$ cat config.mk
export PLATFORM = sky130hd
export DESIGN_NAME = cpu86_mem_initiator
export DESIGN_NICKNAME = d
export VERILOG_FILES = /design/src/rtl/cpu86_mem_pkg.sv /design/src/rtl/cpu86_mem_lane_mux.sv /design/src/rtl/cpu86_mem_initiator.sv
export SDC_FILE = /design/constraint.sdc
export NUM_CORES = 1
export LEC_CHECK = 0
export CAP_MARGIN = 30
export CORE_MARGIN = 1
export CORE_UTILIZATION = 25
export CTS_BUF_LIST = sky130_fd_sc_hd__clkbuf_4
export DETAILED_ROUTE_END_ITERATION = 6
export SLEW_MARGIN = 20
export SYNTH_ARGS = -nofsm -noshare
export SYNTH_HDL_FRONTEND = slang
export SYNTH_HIERARCHICAL = 1
export SYNTH_SLANG_ARGS = --single-unit
export TNS_END_PERCENT = 20
$ cat constraint.sdc
create_clock -name clk -period 2.5 [get_ports clk]
set_input_delay 0.5 -clock clk [delete_from_list [all_inputs] [get_ports clk]]
set_output_delay 0.5 -clock clk [all_outputs]
set_load 0.05 [all_outputs]
$ cat src/rtl/cpu86_mem_pkg.sv
// Shared types and constants for the cpu86 memory initiator.
// Byte offset k within a 32-bit memory word lives at bits [31-8k:24-8k].
package cpu86_mem_pkg;

    typedef enum logic [2:0] {
        ST_IDLE,
        ST_WR_LO,
        ST_WR_HI,
        ST_RD_LO,
        ST_RD_LO_CAP,
        ST_RD_HI,
        ST_RD_HI_CAP,
        ST_RESP
    } state_t;

    localparam int LANE0_LSB = 24;
    localparam int LANE1_LSB = 16;
    localparam int LANE2_LSB = 8;
    localparam int LANE3_LSB = 0;

    localparam logic [3:0] MASK_IDLE = 4'hF;
    localparam logic [1:0] OFF_LAST  = 2'd3;

    function automatic logic [7:0] lane_get(
        input logic [31:0] q,
        input logic [1:0]  k
    );
        logic [7:0] b;
        b = 8'h00;
        unique case (k)
            2'd0: b = q[LANE0_LSB +: 8];
            2'd1: b = q[LANE1_LSB +: 8];
            2'd2: b = q[LANE2_LSB +: 8];
            2'd3: b = q[LANE3_LSB +: 8];
            default: b = 8'h00;
        endcase
        return b;
    endfunction

endpackage

$ cat src/rtl/cpu86_mem_lane_mux.sv
// Places one or two little-endian bytes into 32-bit memory lanes
// and produces the matching active-low byte-enable mask.
module cpu86_mem_lane_mux
    import cpu86_mem_pkg::*;
(
    input  logic [1:0]  i_off,
    input  logic        i_word,
    input  logic [15:0] i_data,
    output logic [31:0] o_data,
    output logic [3:0]  o_mask
);

    logic [7:0] w_lo;
    logic [7:0] w_hi;

    assign w_lo = i_data[7:0];
    assign w_hi = i_data[15:8];

    // Low byte at the offset lane, high byte in the next lane up;
    // at offset 3 the high byte belongs to the next word and is dropped.
    always_comb begin
        o_data = 32'h0000_0000;
        o_mask = MASK_IDLE;
        unique case (i_off)
            2'd0: begin
                o_data[LANE0_LSB +: 8] = w_lo;
                o_mask[3]              = 1'b0;
                if (i_word) begin
                    o_data[LANE1_LSB +: 8] = w_hi;
                    o_mask[2]              = 1'b0;
                end
            end
            2'd1: begin
                o_data[LANE1_LSB +: 8] = w_lo;
                o_mask[2]              = 1'b0;
                if (i_word) begin
                    o_data[LANE2_LSB +: 8] = w_hi;
                    o_mask[1]              = 1'b0;
                end
            end
            2'd2: begin
                o_data[LANE2_LSB +: 8] = w_lo;
                o_mask[1]              = 1'b0;
                if (i_word) begin
                    o_data[LANE3_LSB +: 8] = w_hi;
                    o_mask[0]              = 1'b0;
                end
            end
            2'd3: begin
                o_data[LANE3_LSB +: 8] = w_lo;
                o_mask[0]              = 1'b0;
            end
            default: begin
                o_data = 32'h0000_0000;
                o_mask = MASK_IDLE;
            end
        endcase
    end

endmodule

$ cat src/rtl/cpu86_mem_initiator.sv
// Turns 8/16-bit CPU byte-address requests into 32-bit word memory
// accesses, splitting a word that straddles a memory-word boundary.
module cpu86_mem_initiator
    import cpu86_mem_pkg::*;
#(
    parameter int AW = 25
) (
    input  logic          clk,
    input  logic          resetn,
    input  logic          s_req_valid,
    output logic          s_req_ready,
    input  logic          s_req_we,
    input  logic          s_req_word,
    input  logic [AW+1:0] s_req_addr,
    input  logic [15:0]   s_req_data,
    output logic          m_res_valid,
    input  logic          m_res_ready,
    output logic [15:0]   m_res_data,
    output logic          mem_we,
    output logic [3:0]    mem_wmask,
    output logic [AW-1:0] mem_waddr,
    output logic [31:0]   mem_wdata,
    output logic [AW-1:0] mem_raddr,
    input  logic [31:0]   mem_q
);

    state_t        r_state;
    state_t        w_next;
    logic          r_we;
    logic          r_word;
    logic [1:0]    r_off;
    logic [AW-1:0] r_wa;
    logic [15:0]   r_data;
    logic [15:0]   r_rdata;
    logic [AW-1:0] r_raddr;

    logic          w_accept;
    logic          w_split;
    logic [AW-1:0] w_wa_hi;
    logic [1:0]    w_off_nx;
    logic          w_in_hi;
    logic [1:0]    w_mux_off;
    logic          w_mux_word;
    logic [15:0]   w_mux_din;
    logic [31:0]   w_mux_data;
    logic [3:0]    w_mux_mask;

    assign w_accept = s_req_valid & (r_state == ST_IDLE);
    assign w_split  = r_word & (r_off == OFF_LAST);
    assign w_wa_hi  = r_wa + AW'(1);
    assign w_off_nx = r_off + 2'd1;

    // The high half of a split word is a single byte in lane 0.
    assign w_in_hi    = (r_state == ST_WR_HI);
    assign w_mux_off  = w_in_hi ? 2'd0 : r_off;
    assign w_mux_word = w_in_hi ? 1'b0 : r_word;
    assign w_mux_din  = w_in_hi ? {8'h00, r_data[15:8]} : r_data;

    cpu86_mem_lane_mux u_lane_mux (
        .i_off  (w_mux_off),
        .i_word (w_mux_word),
        .i_data (w_mux_din),
        .o_data (w_mux_data),
        .o_mask (w_mux_mask)
    );

    // State register; reset drops any in-flight request.
    always_ff @(posedge clk or negedge resetn) begin
        if (!resetn) begin
            r_state <= ST_IDLE;
        end else begin
            r_state <= w_next;
        end
    end

    // Next-state sequencing of write and read paths.
    always_comb begin
        w_next = r_state;
        unique case (r_state)
            ST_IDLE: begin
                if (w_accept) begin
                    w_next = s_req_we ? ST_WR_LO : ST_RD_LO;
                end
            end
            ST_WR_LO:     w_next = w_split ? ST_WR_HI : ST_RESP;
            ST_WR_HI:     w_next = ST_RESP;
            ST_RD_LO:     w_next = ST_RD_LO_CAP;
            ST_RD_LO_CAP: w_next = w_split ? ST_RD_HI : ST_RESP;
            ST_RD_HI:     w_next = ST_RD_HI_CAP;
            ST_RD_HI_CAP: w_next = ST_RESP;
            ST_RESP: begin
                if (m_res_ready) begin
                    w_next = ST_IDLE;
                end
            end
            default:      w_next = ST_IDLE;
        endcase
    end

    // Handshake and write-port outputs decoded from the state.
    always_comb begin
        s_req_ready = 1'b0;
        m_res_valid = 1'b0;
        mem_we      = 1'b0;
        mem_wmask   = MASK_IDLE;
        mem_waddr   = '0;
        mem_wdata   = 32'h0000_0000;
        unique case (r_state)
            ST_IDLE: s_req_ready = 1'b1;
            ST_WR_LO: begin
                mem_we    = 1'b1;
                mem_wmask = w_mux_mask;
                mem_waddr = r_wa;
                mem_wdata = w_mux_data;
            end
            ST_WR_HI: begin
                mem_we    = 1'b1;
                mem_wmask = w_mux_mask;
                mem_waddr = w_wa_hi;
                mem_wdata = w_mux_data;
            end
            ST_RESP: m_res_valid = 1'b1;
            default: begin
                s_req_ready = 1'b0;
            end
        endcase
    end

    // Request latch, read address and read-data assembly.
    always_ff @(posedge clk or negedge resetn) begin
        if (!resetn) begin
            r_we    <= 1'b0;
            r_word  <= 1'b0;
            r_off   <= 2'd0;
            r_wa    <= '0;
            r_data  <= 16'h0000;
            r_rdata <= 16'h0000;
            r_raddr <= '0;
        end else begin
            if (w_accept) begin
                r_we    <= s_req_we;
                r_word  <= s_req_word;
                r_off   <= s_req_addr[1:0];
                r_wa    <= s_req_addr[AW+1:2];
                r_data  <= s_req_data;
                r_rdata <= 16'h0000;
                if (!s_req_we) begin
                    r_raddr <= s_req_addr[AW+1:2];
                end
            end
            if (r_state == ST_RD_LO_CAP) begin
                if (w_split) begin
                    r_rdata <= {8'h00, lane_get(mem_q, OFF_LAST)};
                    r_raddr <= w_wa_hi;
                end else if (r_word) begin
                    r_rdata <= {lane_get(mem_q, w_off_nx),
                                lane_get(mem_q, r_off)};
                end else begin
                    r_rdata <= {8'h00, lane_get(mem_q, r_off)};
                end
            end
            if (r_state == ST_RD_HI_CAP) begin
                r_rdata[15:8] <= lane_get(mem_q, 2'd0);
            end
        end
    end

    assign mem_raddr  = r_raddr;
    assign m_res_data = r_rdata;

endmodule

# Word level (Yosys, flattened, before mapping)
# Cells that the tools add are included.
# W data, S select, Z words.
dict set report totals {
  reg_bits 88
  in_bits 81
  output_inout_bits 105
  wordCells 75
}
dict set report op_classes {
  n_addsub 2
  eq_ne 18
  muxes 36
  bitwise_logic 2
  reduce_logical 9
}
# operator count
set op_table {}
lappend op_table {{$mux W25} 4}
lappend op_table {{$mux W16} 5}
lappend op_table {{$pmux W8 S4} 2}
lappend op_table {{$pmux W25 S2} 1}
lappend op_table {{$pmux W8 S2} 3}
lappend op_table {{$mux W32} 1}
lappend op_table {{$add A25 B1 Y25 const B} 1}
lappend op_table {{$mux W8} 3}
lappend op_table {{$pmux W3 S7} 1}
lappend op_table {{$eq A2 B2 Y1 const B} 6}
lappend op_table {{$eq A3 B3 Y1 const B} 4}
lappend op_table {{$mux W3} 3}
lappend op_table {{$eq A2 B1 Y1 const B} 3}
lappend op_table {{$eq A3 B2 Y1 const B} 2}
lappend op_table {{$logic_not A2 Y1} 3}
lappend op_table {{$mux W1} 6}
lappend op_table {{$mux W2} 3}
lappend op_table {{$pmux W1 S2} 3}
lappend op_table {{$mux W4} 1}
lappend op_table {{$ne A2 B2 Y1 const B} 2}
lappend op_table {{$reduce_or A2 Y1} 2}
lappend op_table {{$eq A3 B1 Y1 const B} 1}
lappend op_table {{$logic_not A3 Y1} 1}
lappend op_table {{$reduce_bool A3 Y1} 1}
lappend op_table {{4 further kinds} 5}

# Logic depth before layout (Yosys ltp)
dict set report logic_depth {
  word_depth 7
  mapped_depth 10
  mapped_depth_nobuf 7
}

# By module
# The synthesis kept the hierarchy.
# module instances cells_per_inst area_each_um2 seq_area_each_um2
set modules_own_cells {}
lappend modules_own_cells {cpu86_mem_initiator 1 592 5594.1 2202.1}
lappend modules_own_cells {cpu86_mem_lane_mux 1 70 533.0 0.0}

# Least setup slack after synthesis
# OpenSTA, ideal clock, no wires.
dict set report synth_path {
  path_kind {register to output}
  startpoint {register r_state[0]}
  endpoint {output mem_wmask[1]}
  arrival_time_ps 2466
  required_time_ps 2000
  path_slack_ps -466
  path_stages_with_launch 10
  n_path_buf 3
  cell_sequence {dfrtp_1 -> buf_2 -> or3b_1 -> clkbuf_1 -> and2_1 -> inv_1 -> ha_1 -> buf_2 -> mux2i_1 -> or3_1}
}
dict set report synth_between {
  elab_chain_len 5
}
# element line
set synth_rtl {}
lappend synth_rtl {{start, declared} cpu86_mem_initiator.sv:27} ;# state_t r_state;
lappend synth_rtl {{start signal, assigned} cpu86_mem_initiator.sv:72} ;# r_state <= w_next;
lappend synth_rtl {{$eq A3 B2 Y1 *} cpu86_mem_initiator.sv:54} ;# assign w_in_hi = (r_state == ST_WR_HI);
lappend synth_rtl {{$mux W2 *} cpu86_mem_initiator.sv:55} ;# assign w_mux_off = w_in_hi ? 2'd0 : r_off;
lappend synth_rtl {{net w_mux_off[0]} cpu86_mem_initiator.sv:42} ;# logic [1:0] w_mux_off;
lappend synth_rtl {{$eq A2 B2 Y1 / $eq A2 B1 Y1 (equally long branches)} cpu86_mem_lane_mux.sv:24} ;# unique case (i_off)
lappend synth_rtl {{$pmux W1 S2 *} cpu86_mem_lane_mux.sv:24}
lappend synth_rtl {{net w_mux_mask[1]} cpu86_mem_initiator.sv:46} ;# logic [3:0] w_mux_mask;
lappend synth_rtl {{$mux W4 *} cpu86_mem_initiator.sv:108} ;# unique case (r_state)
lappend synth_rtl {{end, declared} cpu86_mem_initiator.sv:20} ;# output logic [3:0] mem_wmask,
# The timed path passes the listed nets; every way through them passes the cells marked *.

# Worst setup path after layout
dict set report layout_path {
  startpoint {register r_state[0]}
  endpoint {output mem_wdata[7]}
}
dict set report layout_between {
  elab_chain_len 5
}
# element line
set layout_rtl {}
lappend layout_rtl {{$eq A3 B2 Y1 *} cpu86_mem_initiator.sv:54}
lappend layout_rtl {{$mux W2 *} cpu86_mem_initiator.sv:55}
lappend layout_rtl {{net w_mux_off[0]} cpu86_mem_initiator.sv:42}
lappend layout_rtl {{$eq A2 B2 Y1} cpu86_mem_lane_mux.sv:24}
lappend layout_rtl {{$pmux W8 S2 *} cpu86_mem_lane_mux.sv:24}
lappend layout_rtl {{net w_mux_data[7]} cpu86_mem_initiator.sv:45} ;# logic [31:0] w_mux_data;
lappend layout_rtl {{$mux W32 *} cpu86_mem_initiator.sv:108}
lappend layout_rtl {{end, declared} cpu86_mem_initiator.sv:22} ;# output logic [31:0] mem_wdata,
# Marked as above.

==> metrics.csv <==
stage,metric,value,unit
clock_tree,clkLatencyLatePin,0.48,ns
logic_synthesis,synth-compound-area-share,19.0,%
global_route,grt_pass1_vias,5947,
power_and_ir_drop,p_clk_share,8.5,%
clock_tree,cts_made_buffers,9,
critical_path,path_class,register to output pin,
power_and_ir_drop,switchingPower,4850,µW
timing,clock_skew,0.0233,ns
logic_synthesis,synth_area_leaders,"dfrtp_1 36%, mux2_2 7.0%, and2_1 5.6%",
clock_tree,cts_max_path_buffers,2,
timing,rsz0062_at_grt,yes,
timing,period_minus_slack,2.99,ns
critical_path,cpPeakStageDelay,0.42,ns
placed_design,place_hpwl,15800,µm
layout,fin_util,41.0,%
critical_path,path_common_cell,and2_4,
drt,dr.pass1.iters,4,
timing,setup_viol,60,
floorplan,pin_count,186,
logic_synthesis,syn_nets,751,
timing,worstMarginPinSlew,0.665,ns
clock_tree,cts_root_buf,clkbuf_4,
drt,viasPerCell,5.11,
outcome,violations,setup timing,
critical_path,crit_path_end_kind,output pin,
floorplan,die_width,159,µm
logic_synthesis,synthAdderAreaFrac,1.63,%
min_path,hp-class,input port to asynchronous set/reset pin,
drt,drc,0,
drt,routedWlPerCell,18.5,µm
logic_synthesis,ys_warn_count,6,
floorplan,start_util,25.8,%
timing,finalHoldViolCount,0,
power_and_ir_drop,p_int,5150,µW
power_and_ir_drop,combPwrFrac,65.4,%
logic_synthesis,synthXorXnorAreaFrac,1.86,%
layout,antennaDiodeCount,0,
clock_tree,htreeDepth,3,
global_route,track_usage,17.5,%
logic_synthesis,syn_area_per_cell,9.26,µm²
clock_tree,cts_tree,done,
global_route,grt_pass1_wl,34000,µm
critical_path,required,2.00,ns
logic_synthesis,yosys_most_used_dff,dfrtp_1,
critical_path,slowest_stage,or3b_4,
logic_synthesis,ys_ff_latch,88,
power_and_ir_drop,worst_ir_drop_vdd,508,µV
power_and_ir_drop,p_seq_share,26.0,%
logic_synthesis,synth-edff-count,0,
power_and_ir_drop,switching_share,48.5,%
timing,fin_ws,-0.493,ns
timing,slew_viol_final,0,
logic_synthesis,synth_top_family_by_area,simple AND/OR/NAND/NOR gates,
logic_synthesis,synth_simple_gate_area_share,23.4,%
logic_synthesis,yosysSeqAreaShare,35.9,%
timing,fin_crit_sh,120,%
run,cap_violations,0,
drt,vias,6033,
floorplan,die_area,0.0251,mm²
logic_synthesis,synthDistinctLibCells,57,
critical_path,start_kind,register,
drt,wirelength,21800,µm
drt,ant_nets,0,
logic_synthesis,yosysTopAreaCell,dfrtp_1,
layout,nNetsFinal,946,
critical_path,worst_ep_arrival_time,2.49,ns
floorplan,fp-row-count,56,
outcome,status,finished with violations,
placed_design,io_buffers,185,
logic_synthesis,synth_top_area_share,35.9,%
logic_synthesis,synth_area,0.00613,mm²
logic_synthesis,syn-instance-count,662,
floorplan,die_h,159,µm
layout,drive_gt1_share,34.1,%
drt,drt_iter0_drc,474,
clock_tree,path_clk_slew,0.15,ns
timing,fin_setup_tns,-19.24,ns
logic_synthesis,synth_mux_area_share,12.8,%
global_route,antenna_found_initial,0,
floorplan,core_area,0.0238,mm²
placed_design,place_congestion,0.839,
timing,max_freq,334,MHz
global_route,globalRouteOverflowTotal,0,
power_and_ir_drop,leakage,0.00390,µW
logic_synthesis,async_reset_ff_share,100,%
global_route,grt_max_degree,50,
clock_tree,cts.sinks,88,
critical_path,path_max_fanout,7,
power_and_ir_drop,power_density,1030,mW/mm²
timing,slew-limit-headroom,55.6,%
layout,syn_to_final_growth,58.9,%
critical_path,crit_path_cell_trace,or3b_4 > and2_4 > inv_4 > ha_2 > o211a_4 > a22o_1 > and2_4 > buf_12,
[per-layer routing]
layer / vias up / GRT usage (%) / part of all wire [%]
met5: - / 0 / 0
met4: 0 / 4.21 / 1.3
met3: 25 / 2.86 / 4.9
met2: 192 / 27.7 / 47
met1: 2958 / 24.9 / 47
li1: 2858 / - / -
[repair_timing]
action / in CTS / in global routing
hold buffers: 1 / 0
setup buffers: 2 / 0
endpoints found under the setup margin: 61 / 62
endpoints found under the hold margin: 25 / 0
gates resized for setup: 58 / 25
pin swaps: 18 / 6
[through the flow]
step | total power, µW | setup slack, ns | std cells | area [µm²] | hold slack, ns
global placement | 8770 | -0.00934 | 1161 | 9270 | 0.451
floorplan | 6350 | -0.333 | 662 | 6270 | 0.204
global route | 10600 | -0.596 | 1181 | 9740 | 0.480
finish | 10000 | -0.493 | 1181 | 9740 | 0.468
detailed placement | 8820 | -0.0184 | 1161 | 9270 | 0.449
CTS | 9930 | -0.513 | 1180 | 9640 | 0.446
[synth_stat cells, types with 10 or more instances]
master and count:
and3_1 31, o31ai_1 10, mux2i_1 14, a22o_1 18, a211oi_1 23, and2_1 55, o21ai_0 24, buf_2 30
nand3_1 16, nor2b_1 10, nand2_1 64, clkbuf_1 22, a21oi_1 26, nor2_1 21, a32oi_1 16, mux2_2 38
dfrtp_1 88, inv_1 10, a31oi_1 22
[sequential cells by signal, indices dropped and copies added, names as in the netlist]
register,count
mem_raddr,25
r_wa,25
r_data,16
m_res_data,16
r_word,1
r_off,2
r_state,3
[placed cells by master, fill, tap and decap left out, types with 7 or more instances in the layout]
cell type,synthesis,layout
a211oi_1,23,23
a21oi_1,26,26
a221o_1,8,8
a22o_1,18,18
a31oi_1,22,17
a32oi_1,16,14
and2_1,55,27
and2_2,0,13
and2_4,0,15
and3_1,31,27
buf_12,0,65
buf_4,3,49
buf_6,2,10
clkbuf_4,0,9
clkdlybuf4s50_1,0,120
dfrtp_1,88,72
dfrtp_2,0,16
mux2_2,38,38
mux2i_1,14,14
mux4_2,8,8
nand2_1,64,61
nand3_1,16,15
nor2_1,21,20
nor2b_1,10,10
nor3_1,8,8
o21ai_0,24,18
o31ai_1,10,7
or2_2,8,8
[area by class of cell]
cell class,count,area (µm²)
flip-flops and latches,88,2220
clock buffers,9,67.6
fillers,2294,14000
multi-input cells,503,3940
clock inverters,7,71.3
repair buffers,245,2990
well taps,319,399
inverters,10,45.0
[critical path: cells and delay by family, from the launching register on]
kind | cells | cell delay [ns]
simple gates | 3 | 0.77
fa+ha+maj | 1 | 0.23
buf+inv | 2 | 0.22
compound gates | 2 | 0.40
flops | 1 | 0.40
[power groups by stage]
stage	Combinational [µW]	Clock, µW	Sequential (µW)
6_report	6540	854	2600
5_1_grt	6950	944	2700
4_1_cts	6470	896	2560
3_5_place_dp	6280	0	2540
3_3_place_gp	6230	0	2540
2_1_floorplan	3160	0	3190
[logic make-up after synthesis]
| logic type | count (synthesis) |
|---|---|
| xor+xnor | 13 |
| simple gates | 255 |
| flops | 88 |
| buf+inv | 71 |
| compound gates | 164 |
| fa+ha+maj | 8 |
| mux | 63 |
[final timing paths]
check / start / endpoint / slack (ns) / cells past startpoint
min: resetn / mem_raddr[10]$_DFF_PN0_ / 0.47 / 2
max: r_state[0]$_DFFE_PN0P_ / mem_wdata[7] / -0.49 / 8
max in group asynchronous: resetn / r_wa[1]$_DFFE_PN0P_ / 1.35 / 3
min in group clk: m_res_data[6]$_DFFE_PN0P_ / m_res_data[6]$_DFFE_PN0P_ / 0.52 / 1
max reg2reg: r_state[0]$_DFFE_PN0P_ / mem_raddr[15]$_DFF_PN0_ / 0.46 / 8
min reg2reg: m_res_data[6]$_DFFE_PN0P_ / m_res_data[6]$_DFFE_PN0P_ / 0.52 / 1
Note: power is estimated with default switching activity, not from simulation.
